**config.mk**
```make
export PLATFORM = sky130hd
export DESIGN_NAME = wb_port_arbiter_flat
export DESIGN_NICKNAME = d
export VERILOG_FILES = /design/src/rtl/wb_arb_pkg.sv /design/src/rtl/wb_port_arbiter_if.sv /design/src/rtl/wb_arb_sat_counter.sv /design/src/rtl/wb_port_arbiter.sv /design/src/flat_wrapper.sv
export SDC_FILE = /design/constraint.sdc
export NUM_CORES = 1
export LEC_CHECK = 0
export CAP_MARGIN = 25
export CELL_PAD_IN_SITES_DETAIL_PLACEMENT = 1
export CELL_PAD_IN_SITES_GLOBAL_PLACEMENT = 1
export CORE_MARGIN = 4
export CORE_UTILIZATION = 29
export CTS_BUF_LIST = sky130_fd_sc_hd__clkbuf_8 sky130_fd_sc_hd__clkbuf_16
export DETAILED_ROUTE_END_ITERATION = 12
export GPL_TIMING_DRIVEN = 0
export HOLD_SLACK_MARGIN = 0.03
export PLACE_DENSITY_LB_ADDON = 0.1
export REMOVE_ABC_BUFFERS = 1
export SYNTH_ARGS = -nofsm -noshare
export SYNTH_HDL_FRONTEND = slang
export SYNTH_SLANG_ARGS = --single-unit
```
**constraint.sdc**
```tcl
create_clock -name clk -period 5.1 [get_ports clk]
set_input_delay 1.53 -clock clk [delete_from_list [all_inputs] [get_ports clk]]
set_output_delay 1.53 -clock clk [all_outputs]
set_load 0.01 [all_outputs]
```
**src/rtl/wb_arb_pkg.sv**
```systemverilog
// Shared types and defaults for the register-file write-port arbiter.
// Imported by the interface, the wait counter and the arbiter top.
package wb_arb_pkg;

    localparam int DW_DEF       = 32;
    localparam int AW_DEF       = 5;
    localparam int MAX_WAIT_DEF = 4;
    localparam int REG_ZERO     = 0;

    typedef enum logic {
        ST_PIPE,
        ST_FORCE
    } arb_state_e;

endpackage

```
**src/rtl/wb_port_arbiter_if.sv**
```systemverilog
// Write-port bundle: S3 writeback request, MCU valid/ready result
// channel and the registered register-file write port.
import wb_arb_pkg::*;

interface wb_port_arbiter_if #(
    parameter int DW = DW_DEF,
    parameter int AW = AW_DEF
);
    logic          pipe_we;
    logic [AW-1:0] pipe_sel;
    logic [DW-1:0] pipe_data;
    logic          mc_valid;
    logic [AW-1:0] mc_sel;
    logic [DW-1:0] mc_data;
    logic          mc_ready;
    logic          pipe_stall;
    logic          rf_we;
    logic [AW-1:0] rf_sel;
    logic [DW-1:0] rf_data;
    logic          mc_drop;

    modport master (
        output pipe_we, pipe_sel, pipe_data,
        output mc_valid, mc_sel, mc_data,
        input  mc_ready, pipe_stall,
        input  rf_we, rf_sel, rf_data, mc_drop
    );

    modport slave (
        input  pipe_we, pipe_sel, pipe_data,
        input  mc_valid, mc_sel, mc_data,
        output mc_ready, pipe_stall,
        output rf_we, rf_sel, rf_data, mc_drop
    );
endinterface

```
**src/rtl/wb_arb_sat_counter.sv**
```systemverilog
// Saturating count of consecutive cycles an MCU result was blocked.
// Clear takes priority over increment.
import wb_arb_pkg::*;

module wb_arb_sat_counter #(
    parameter  int MAX = MAX_WAIT_DEF,
    localparam int CW  = $clog2(MAX + 1)
) (
    input  logic          clk,
    input  logic          rst,
    input  logic          inc,
    input  logic          clr,
    output logic [CW-1:0] cnt,
    output logic          at_max
);
    logic [CW-1:0] cnt_q;
    logic [CW-1:0] cnt_d;

    assign at_max = (cnt_q == CW'(MAX));
    assign cnt    = cnt_q;

    always_comb begin
        cnt_d = cnt_q;
        if (clr) begin
            cnt_d = '0;
        end else if (inc && !at_max) begin
            cnt_d = cnt_q + CW'(1);
        end
    end

    always_ff @(posedge clk) begin
        if (rst) begin
            cnt_q <= '0;
        end else begin
            cnt_q <= cnt_d;
        end
    end
endmodule

```
**src/rtl/wb_port_arbiter.sv**
```systemverilog
// Shares the register-file write port between S3 writeback and the MCU,
// with starvation forcing and same-register conflict resolution.
import wb_arb_pkg::*;

module wb_port_arbiter #(
    parameter int DW       = DW_DEF,
    parameter int AW       = AW_DEF,
    parameter int MAX_WAIT = MAX_WAIT_DEF
) (
    input  logic               clk,
    input  logic               rst,
    wb_port_arbiter_if.slave   bus
);
    localparam int CW = $clog2(MAX_WAIT + 1);

    arb_state_e    state_q, state_d;
    logic          rf_we_q, rf_we_d;
    logic [AW-1:0] rf_sel_q, rf_sel_d;
    logic [DW-1:0] rf_data_q, rf_data_d;
    logic          mc_drop_q, mc_drop_d;

    logic          preq, mreq, mzero, same_sel;
    logic          grant_pipe, grant_mc;
    logic          mc_ready_c, pipe_stall_c;
    logic          cnt_inc, cnt_clr;
    logic [CW-1:0] cnt;
    logic          at_max, near_max;

    assign preq     = bus.pipe_we && (bus.pipe_sel != AW'(REG_ZERO));
    assign mreq     = bus.mc_valid && (bus.mc_sel != AW'(REG_ZERO));
    assign mzero    = bus.mc_valid && (bus.mc_sel == AW'(REG_ZERO));
    assign same_sel = (bus.pipe_sel == bus.mc_sel);
    // This blocked cycle is the MAX_WAIT-th in a row.
    assign near_max = at_max || (cnt == CW'(MAX_WAIT - 1));

    wb_arb_sat_counter #(
        .MAX (MAX_WAIT)
    ) u_wait_cnt (
        .clk    (clk),
        .rst    (rst),
        .inc    (cnt_inc),
        .clr    (cnt_clr),
        .cnt    (cnt),
        .at_max (at_max)
    );

    always_comb begin
        state_d      = ST_PIPE;
        grant_pipe   = 1'b0;
        grant_mc     = 1'b0;
        mc_ready_c   = 1'b0;
        pipe_stall_c = 1'b0;
        mc_drop_d    = 1'b0;
        cnt_inc      = 1'b0;
        cnt_clr      = 1'b0;
        unique case (state_q)
            ST_PIPE: begin
                if (mzero) begin
                    mc_ready_c = 1'b1;
                    cnt_clr    = 1'b1;
                    grant_pipe = preq;
                end else if (mreq && preq) begin
                    grant_pipe = 1'b1;
                    if (same_sel) begin
                        // Older MCU value would be overwritten anyway.
                        mc_ready_c = 1'b1;
                        mc_drop_d  = 1'b1;
                        cnt_clr    = 1'b1;
                    end else begin
                        cnt_inc = 1'b1;
                        if (near_max) begin
                            state_d = ST_FORCE;
                        end
                    end
                end else if (mreq) begin
                    grant_mc   = 1'b1;
                    mc_ready_c = 1'b1;
                    cnt_clr    = 1'b1;
                end else begin
                    grant_pipe = preq;
                end
            end
            ST_FORCE: begin
                cnt_clr = 1'b1;
                if (mreq) begin
                    grant_mc     = 1'b1;
                    mc_ready_c   = 1'b1;
                    pipe_stall_c = preq;
                end else if (mzero) begin
                    mc_ready_c = 1'b1;
                    grant_pipe = preq;
                end else begin
                    pipe_stall_c = preq;
                end
            end
            default: begin
                state_d = ST_PIPE;
            end
        endcase
        if (rst) begin
            mc_ready_c   = 1'b0;
            pipe_stall_c = 1'b0;
        end
    end

    always_comb begin
        rf_we_d   = 1'b0;
        rf_sel_d  = rf_sel_q;
        rf_data_d = rf_data_q;
        if (grant_mc) begin
            rf_we_d   = 1'b1;
            rf_sel_d  = bus.mc_sel;
            rf_data_d = bus.mc_data;
        end else if (grant_pipe) begin
            rf_we_d   = 1'b1;
            rf_sel_d  = bus.pipe_sel;
            rf_data_d = bus.pipe_data;
        end
    end

    always_ff @(posedge clk) begin
        if (rst) begin
            state_q   <= ST_PIPE;
            rf_we_q   <= 1'b0;
            rf_sel_q  <= '0;
            rf_data_q <= '0;
            mc_drop_q <= 1'b0;
        end else begin
            state_q   <= state_d;
            rf_we_q   <= rf_we_d;
            rf_sel_q  <= rf_sel_d;
            rf_data_q <= rf_data_d;
            mc_drop_q <= mc_drop_d;
        end
    end

    assign bus.mc_ready   = mc_ready_c;
    assign bus.pipe_stall = pipe_stall_c;
    assign bus.rf_we      = rf_we_q;
    assign bus.rf_sel     = rf_sel_q;
    assign bus.rf_data    = rf_data_q;
    assign bus.mc_drop    = mc_drop_q;
endmodule
```
**src/flat_wrapper.sv**
```systemverilog
// flat-port wrapper written by rule: the top's interface ports become plain ports
module wb_port_arbiter_flat 
#(
    parameter int DW       = DW_DEF,
    parameter int AW       = AW_DEF,
    parameter int MAX_WAIT = MAX_WAIT_DEF
)
  (clk, rst, bus_pipe_we, bus_pipe_sel, bus_pipe_data, bus_mc_valid, bus_mc_sel, bus_mc_data, bus_mc_ready, bus_pipe_stall, bus_rf_we, bus_rf_sel, bus_rf_data, bus_mc_drop);
  wb_port_arbiter_if #(.DW(DW), .AW(AW)) bus_i ();
  input  logic clk;
  input  logic rst;
  input wire logic [$bits(bus_i.pipe_we)-1:0] bus_pipe_we;
  input wire logic [$bits(bus_i.pipe_sel)-1:0] bus_pipe_sel;
  input wire logic [$bits(bus_i.pipe_data)-1:0] bus_pipe_data;
  input wire logic [$bits(bus_i.mc_valid)-1:0] bus_mc_valid;
  input wire logic [$bits(bus_i.mc_sel)-1:0] bus_mc_sel;
  input wire logic [$bits(bus_i.mc_data)-1:0] bus_mc_data;
  output wire logic [$bits(bus_i.mc_ready)-1:0] bus_mc_ready;
  output wire logic [$bits(bus_i.pipe_stall)-1:0] bus_pipe_stall;
  output wire logic [$bits(bus_i.rf_we)-1:0] bus_rf_we;
  output wire logic [$bits(bus_i.rf_sel)-1:0] bus_rf_sel;
  output wire logic [$bits(bus_i.rf_data)-1:0] bus_rf_data;
  output wire logic [$bits(bus_i.mc_drop)-1:0] bus_mc_drop;
  assign bus_i.pipe_we = bus_pipe_we;
  assign bus_i.pipe_sel = bus_pipe_sel;
  assign bus_i.pipe_data = bus_pipe_data;
  assign bus_i.mc_valid = bus_mc_valid;
  assign bus_i.mc_sel = bus_mc_sel;
  assign bus_i.mc_data = bus_mc_data;
  assign bus_mc_ready = bus_i.mc_ready;
  assign bus_pipe_stall = bus_i.pipe_stall;
  assign bus_rf_we = bus_i.rf_we;
  assign bus_rf_sel = bus_i.rf_sel;
  assign bus_rf_data = bus_i.rf_data;
  assign bus_mc_drop = bus_i.mc_drop;
  wb_port_arbiter #(.DW(DW), .AW(AW), .MAX_WAIT(MAX_WAIT)) u_core (.clk(clk), .rst(rst), .bus(bus_i));
endmodule
```
-- Word-level counts from Yosys, hierarchy flattened
Cells that the tools add are included.
- flip-flop bits (word level): 43
- bits of input ports: 78
- output and inout port bits: 41
- $add $sub $neg: 1
- equal/unequal tests: 3
- mux-type cells: 33
- bitwise operators: 2
- reductions and logical operators: 14
- operators by type and width (cell ; count):
    $mux W32 ; 2
    $mux W1 ; 25
    $mux W5 ; 2
    $reduce_bool A5 Y1 ; 2
    $pmux W1 S2 ; 4
    $eq A5 B5 Y1 ; 1
    $logic_and A1 B1 Y1 ; 5
    $logic_not A5 Y1 ; 1
    $reduce_or A5 Y1 ; 1
    $reduce_or A4 Y1 ; 1
    $add A3 B1 Y3 const B ; 1
    $eq A3 B2 Y1 const B ; 1
    $eq A3 B3 Y1 const B ; 1
    $not A1 Y1 ; 2
    $reduce_bool A2 Y1 ; 1
    $reduce_or A2 Y1 ; 1
    $logic_not A1 Y1 ; 1
    $logic_or A1 B1 Y1 ; 1

-- Logic depth before layout (Yosys ltp)
- word-level depth: 8
- depth in mapped cells: 7
- gate-level depth less buffers: 6

-- By module
From an unflattened synthesis, not the netlist that was laid out.
- cells, all modules: 274
- area, all modules: 2302.2 um^2
- by module, submodules not included (module ; instances ; cells an instance ; area an instance (um^2)):
    wb_port_arbiter ; 1 ; 256 ; 2114.5
    wb_arb_sat_counter ; 1 ; 18 ; 187.7

-- Worst setup path before layout
No wires, ideal clock.
- kind: input-to-output
- from: input port bus_pipe_sel[1]
- to: output port bus_mc_ready
- arrival: 2.800 ns
- data required time: 3.570 ns
- slack: 0.770 ns
- cell stages on the path: 6
- path buffers: 1
- cell sequence: or4_4 -> o21ai_4 -> or3_1 -> buf_4 -> nor2_1 -> nor2_1
- word-level cells in the longest chain between the ends: 7
- elaborated cells on any way between the ends: 9
- those cells by class: eq/ne (1); mux (5); reduce/logical (3)
- ends and longest elaborated chain (item ; RTL line ; text):
    start: declaration ; flat_wrapper.sv:13 ; input wire logic [$bits(bus_i.pipe_sel)-1:0] bus_pipe_sel;
    $reduce_bool A5 Y1 ; wb_port_arbiter.sv:29 ; assign preq = bus.pipe_we && (bus.pipe_sel != AW'(REG_ZERO));
    $logic_and A1 B1 Y1 ; wb_port_arbiter.sv:29 ;
    $logic_and A1 B1 Y1 ; wb_port_arbiter.sv:62 ; end else if (mreq && preq) begin
    $mux W1 * ; wb_port_arbiter.sv:62 ;
    $mux W1 * ; wb_port_arbiter.sv:58 ; if (mzero) begin
    $pmux W1 S2 * ; wb_port_arbiter.sv:56 ; unique case (state_q)
    $mux W1 * ; wb_port_arbiter.sv:100 ; if (rst) begin
    end: declaration ; flat_wrapper.sv:18 ; output wire logic [$bits(bus_i.mc_ready)-1:0] bus_mc_ready;
Mark *: on every way between the ends. The rest lies on a longest branch, timed or not.

-- Worst setup path after layout
Ends and elaborated chain as after synthesis.

==> insert_results.sql <==
INSERT INTO impl_metrics (metric_group, metric, value, unit) VALUES
('layout', 'finalNetCount', '453', ''),
('route', 'via_density_per_instance', '4.96', ''),
('cts', 'cts.root.buffer_cell', 'clkbuf_8', ''),
('cts', 'clock_edge_transition_at_the_registers_on_the_reported_setup_and_hold_paths', '0.08', 'ns'),
('floorplanning', 'dieHeight', '95.4', 'um'),
('cts', 'tritoncts_clock_tree', 'done', ''),
('timing', 'fin_skew', '0.00271', 'ns'),
('layout', 'drive_above_1_share', '10.2', '%'),
('placement', 'numPortBuffers', '118', ''),
('route', 'post-route-drc-count', '0', ''),
('hold_path', 'min_from', 'u_core.u_wait_cnt.cnt[2]', ''),
('route', 'avg_wl_per_cell', '16.0', 'um'),
('hold_path', 'hold-path-endpoint', 'u_core.u_wait_cnt.cnt[2]', ''),
('cts', 'worstSkewPairLatency', '0.29', 'ns'),
('timing', 'timing.final.hold_violations', '0', ''),
('timing', 'fin_tns_setup', '0', 'ns'),
('timing', 'timing_worst_slew_pin_value', '0.895', 'ns'),
('timing', 'period_minus_slack', '4.95', 'ns'),
('setup_path', 'timing.critical_path.required', '3.57', 'ns'),
('global_routing', 'grt_use_total', '16.4', '%'),
('global_routing', 'via_count_of_the_first_global_routing_pass', '2348', ''),
('timing', 'grt_setup_unrepaired', 'false', ''),
('run_status', 'run_status', 'complete, no violations', ''),
('pwr', 'power_frac_clock', '29.3', '%'),
('setup_path', 'setup_crit_end_kind', 'output pin', ''),
('timing', 'fin_crit_share', '97.0', '%'),
('yosys', 'seq_area_frac_synth', '38.8', '%'),
('setup_path', 'r2r_start', 'u_core.state_q', ''),
('route', 'wirelength', '7540', 'um'),
('placement', 'gp_congestion', '0.731', ''),
('yosys', 'yosysWarnings', '0', ''),
('run', 'max-cap-violations', '0', ''),
('cts', 'cts_buffers', '5', ''),
('setup_path', 'r2r-end', 'u_core.bus.rf_data[9]', ''),
('yosys', 'yosys_register_bits', '43', ''),
('floorplanning', 'floorplan.initialDensity', '30.2', '%'),
('setup_path', 'cpMaxStageDelayCell', 'or4_4', ''),
('hold_path', 'hp-class', 'flip-flop to flip-flop', ''),
('pwr', 'power_switching', '231', 'uW'),
('timing', 'timing.fmax', '202', 'MHz'),
('cts', 'sink_count', '43', ''),
('setup_path', 'critical_path_peak_fanout', '9', ''),
('layout', 'final_core_util', '49.3', '%'),
('setup_path', 'worstRegToRegCells', '6', ''),
('setup_path', 'cp_slowest_stage_delay', '0.59', 'ns'),
('setup_path', 'start_kind', 'primary input', ''),
('pwr', 'combinationalPowerShare', '27.7', '%'),
('layout', 'antenna_cells_inserted', '0', ''),
('timing', 'final-setup-viol-count', '0', ''),
('floorplanning', 'die_area', '0.00910', 'sq mm'),
('pwr', 'sequentialPowerShare', '43.0', '%'),
('route', 'via_count', '2342', ''),
('route', 'first_pass_iters', '4', ''),
('pwr', 'peakVddDrop', '0.101', 'mV'),
('setup_path', 'crit_path_frequent_cell', 'nor2_1', ''),
('pwr', 'total_power_divided_by_cell_area', '242', 'mW/mm^2'),
('global_routing', 'grt_pass1_wl', '11600', 'um'),
('setup_path', 'crit_arrival', '3.42', 'ns'),
('pwr', 'totalPowerFinal', '874', 'uW'),
('floorplanning', 'placement_rows', '31', ''),
('global_routing', 'gr-total-overflow', '0', ''),
('global_routing', 'initial_antenna_violation_count', '0', ''),
('yosys', 'synth_cell_types', '36', ''),
('yosys', 'netlist_instances', '262', ''),
('yosys', 'postSynthAreaPerCell', '8.46', 'sq um'),
('setup_path', 'path_cells', 'clkdlybuf4s50_1 > or4_4 > o21ai_4 > or3_4 > nor2_1 > nor2_1 > dlygate4sd2_1', ''),
('placement', 'dpl.hpwl', '5590', 'um'),
('pwr', 'cellLeakagePower', '1.38', 'nW'),
('timing', 'post_route_worst_hold_slack', '0.487', 'ns'),
('pwr', 'cellInternalPower', '643', 'uW'),
('yosys', 'syn-cell-area', '0.00222', 'sq mm');
==> cell usage after synthesis (all sizes together) <==
library cell	n	area, sq um
or4	4	33.8
nor4	2	12.5
o31ai	2	15.0
ha	2	25.0
or3	1	6.26
a311oi	32	362
dfxtp	43	861
nand2b	2	12.5
nor2b	1	6.26
a21oi	4	20.0
inv	8	30.0
nor2	42	168
xnor2	3	26.3
clkbuf	7	26.3
a2111oi	7	67.6
a211oi	3	22.5
nand3	1	5.00
o21ai	2	25.0
or4b	1	10.0
o31a	2	17.5
nand2	68	255
o211a	1	17.5
a2bb2oi	1	15.0
nor3	6	30.0
xor2	2	17.5
buf	13	116
or2	2	12.5
==> how the worst max path moves through the flow <==
stage,endpoint,start,depth (start not counted)
floorplan,bus_mc_ready,bus_pipe_sel[1],5
global placement,bus_pipe_stall,rst,3
detailed placement,bus_mc_ready,bus_pipe_sel[1],7
CTS,bus_pipe_stall,bus_pipe_sel[3],6
global route,bus_mc_ready,bus_pipe_sel[3],7
finish,bus_mc_ready,bus_pipe_sel[1],7
==> per-stage QoR <==
stage / instance area (sq um) / setup slack [ns] / instances
5_1_grt: 3620 / 0.0716 / 472
2_1_floorplan: 2070 / 0.764 / 242
3_5_place_dp: 3470 / -0.442 / 463
3_3_place_gp: 3380 / -0.801 / 459
6_report: 3620 / 0.152 / 472
4_1_cts: 3610 / 0.00435 / 472
==> placed cells by master, fill, tap and decap left out, types with 5 or more instances in the layout <==
master and n:
a2111oi_0 6, a311oi_1 19, a311oi_2 13, clkbuf_8 5, clkdlybuf4s50_1 115, dfxtp_1 43, inv_1 9, nand2_1 68
nor2_1 40, nor3_1 5
==> area by class of cell <==
cell class	count	area [sq um]
tap	99	124
sequential	43	861
clock buffer	5	68.8
timing repair buffer	124	1280
clock inverter	2	33.8
inverter	8	30.0
multi-input combinational	191	1220
fill	830	3710
==> registers in the layout, indices dropped and copies added (netlist names) <==
| signal | cells |
|---|---|
| u_core.state_q | 1 |
| u_core.bus.rf_data | 32 |
| u_core.bus.rf_we | 1 |
| u_core.bus.rf_sel | 5 |
| u_core.bus.mc_drop | 1 |
| u_core.u_wait_cnt.cnt | 3 |
==> worst max-delay path: cells and delay by family <==
kind	cells	cell delay (ns)
simple gates	4	0.97
buf+inv	2	0.74
compound gates	1	0.18
==> what timing repair did <==
| action | 4_1_cts | 5_1_grt |
|---|---|---|
| pin swaps | 2 | 0 |
| resized for setup | 6 | 1 |
| buffers inserted | 2 | 0 |
| setup endpoints to repair | 1 | 1 |
| cloned | 0 | 0 |
| hold buffers | 0 | 0 |
==> routing by layer <==
layer	up-vias	wire length, um	track usage [%]
li1	1148	-	-
met1	1101	3010	18.8
met2	82	3690	28.5
met3	11	719	5.84
met4	0	120	5.21
met5	-	0	0
==> cell families after synthesis <==
| family | after synthesis | synth area share (%) |
|---|---|---|
| AOI/OAI and AO/OA | 54 | 25.4 |
| xor gates and xnor gates | 5 | 1.98 |
| adders and majority gates | 2 | 1.13 |
| buffers and inverters | 28 | 7.79 |
| DFF | 43 | 38.8 |
| and+or+nand+nor | 130 | 24.9 |
==> power groups by stage <==
stage               sequential, mW  clock, mW  combinational (mW)
global route                 0.380      0.282               0.263
detailed placement           0.384          0               0.242
global placement             0.383          0               0.231
floorplan                    0.396          0              0.0748
finish                       0.376      0.256               0.242
CTS                          0.376      0.272               0.246
Power figures use the tool's default switching activity.
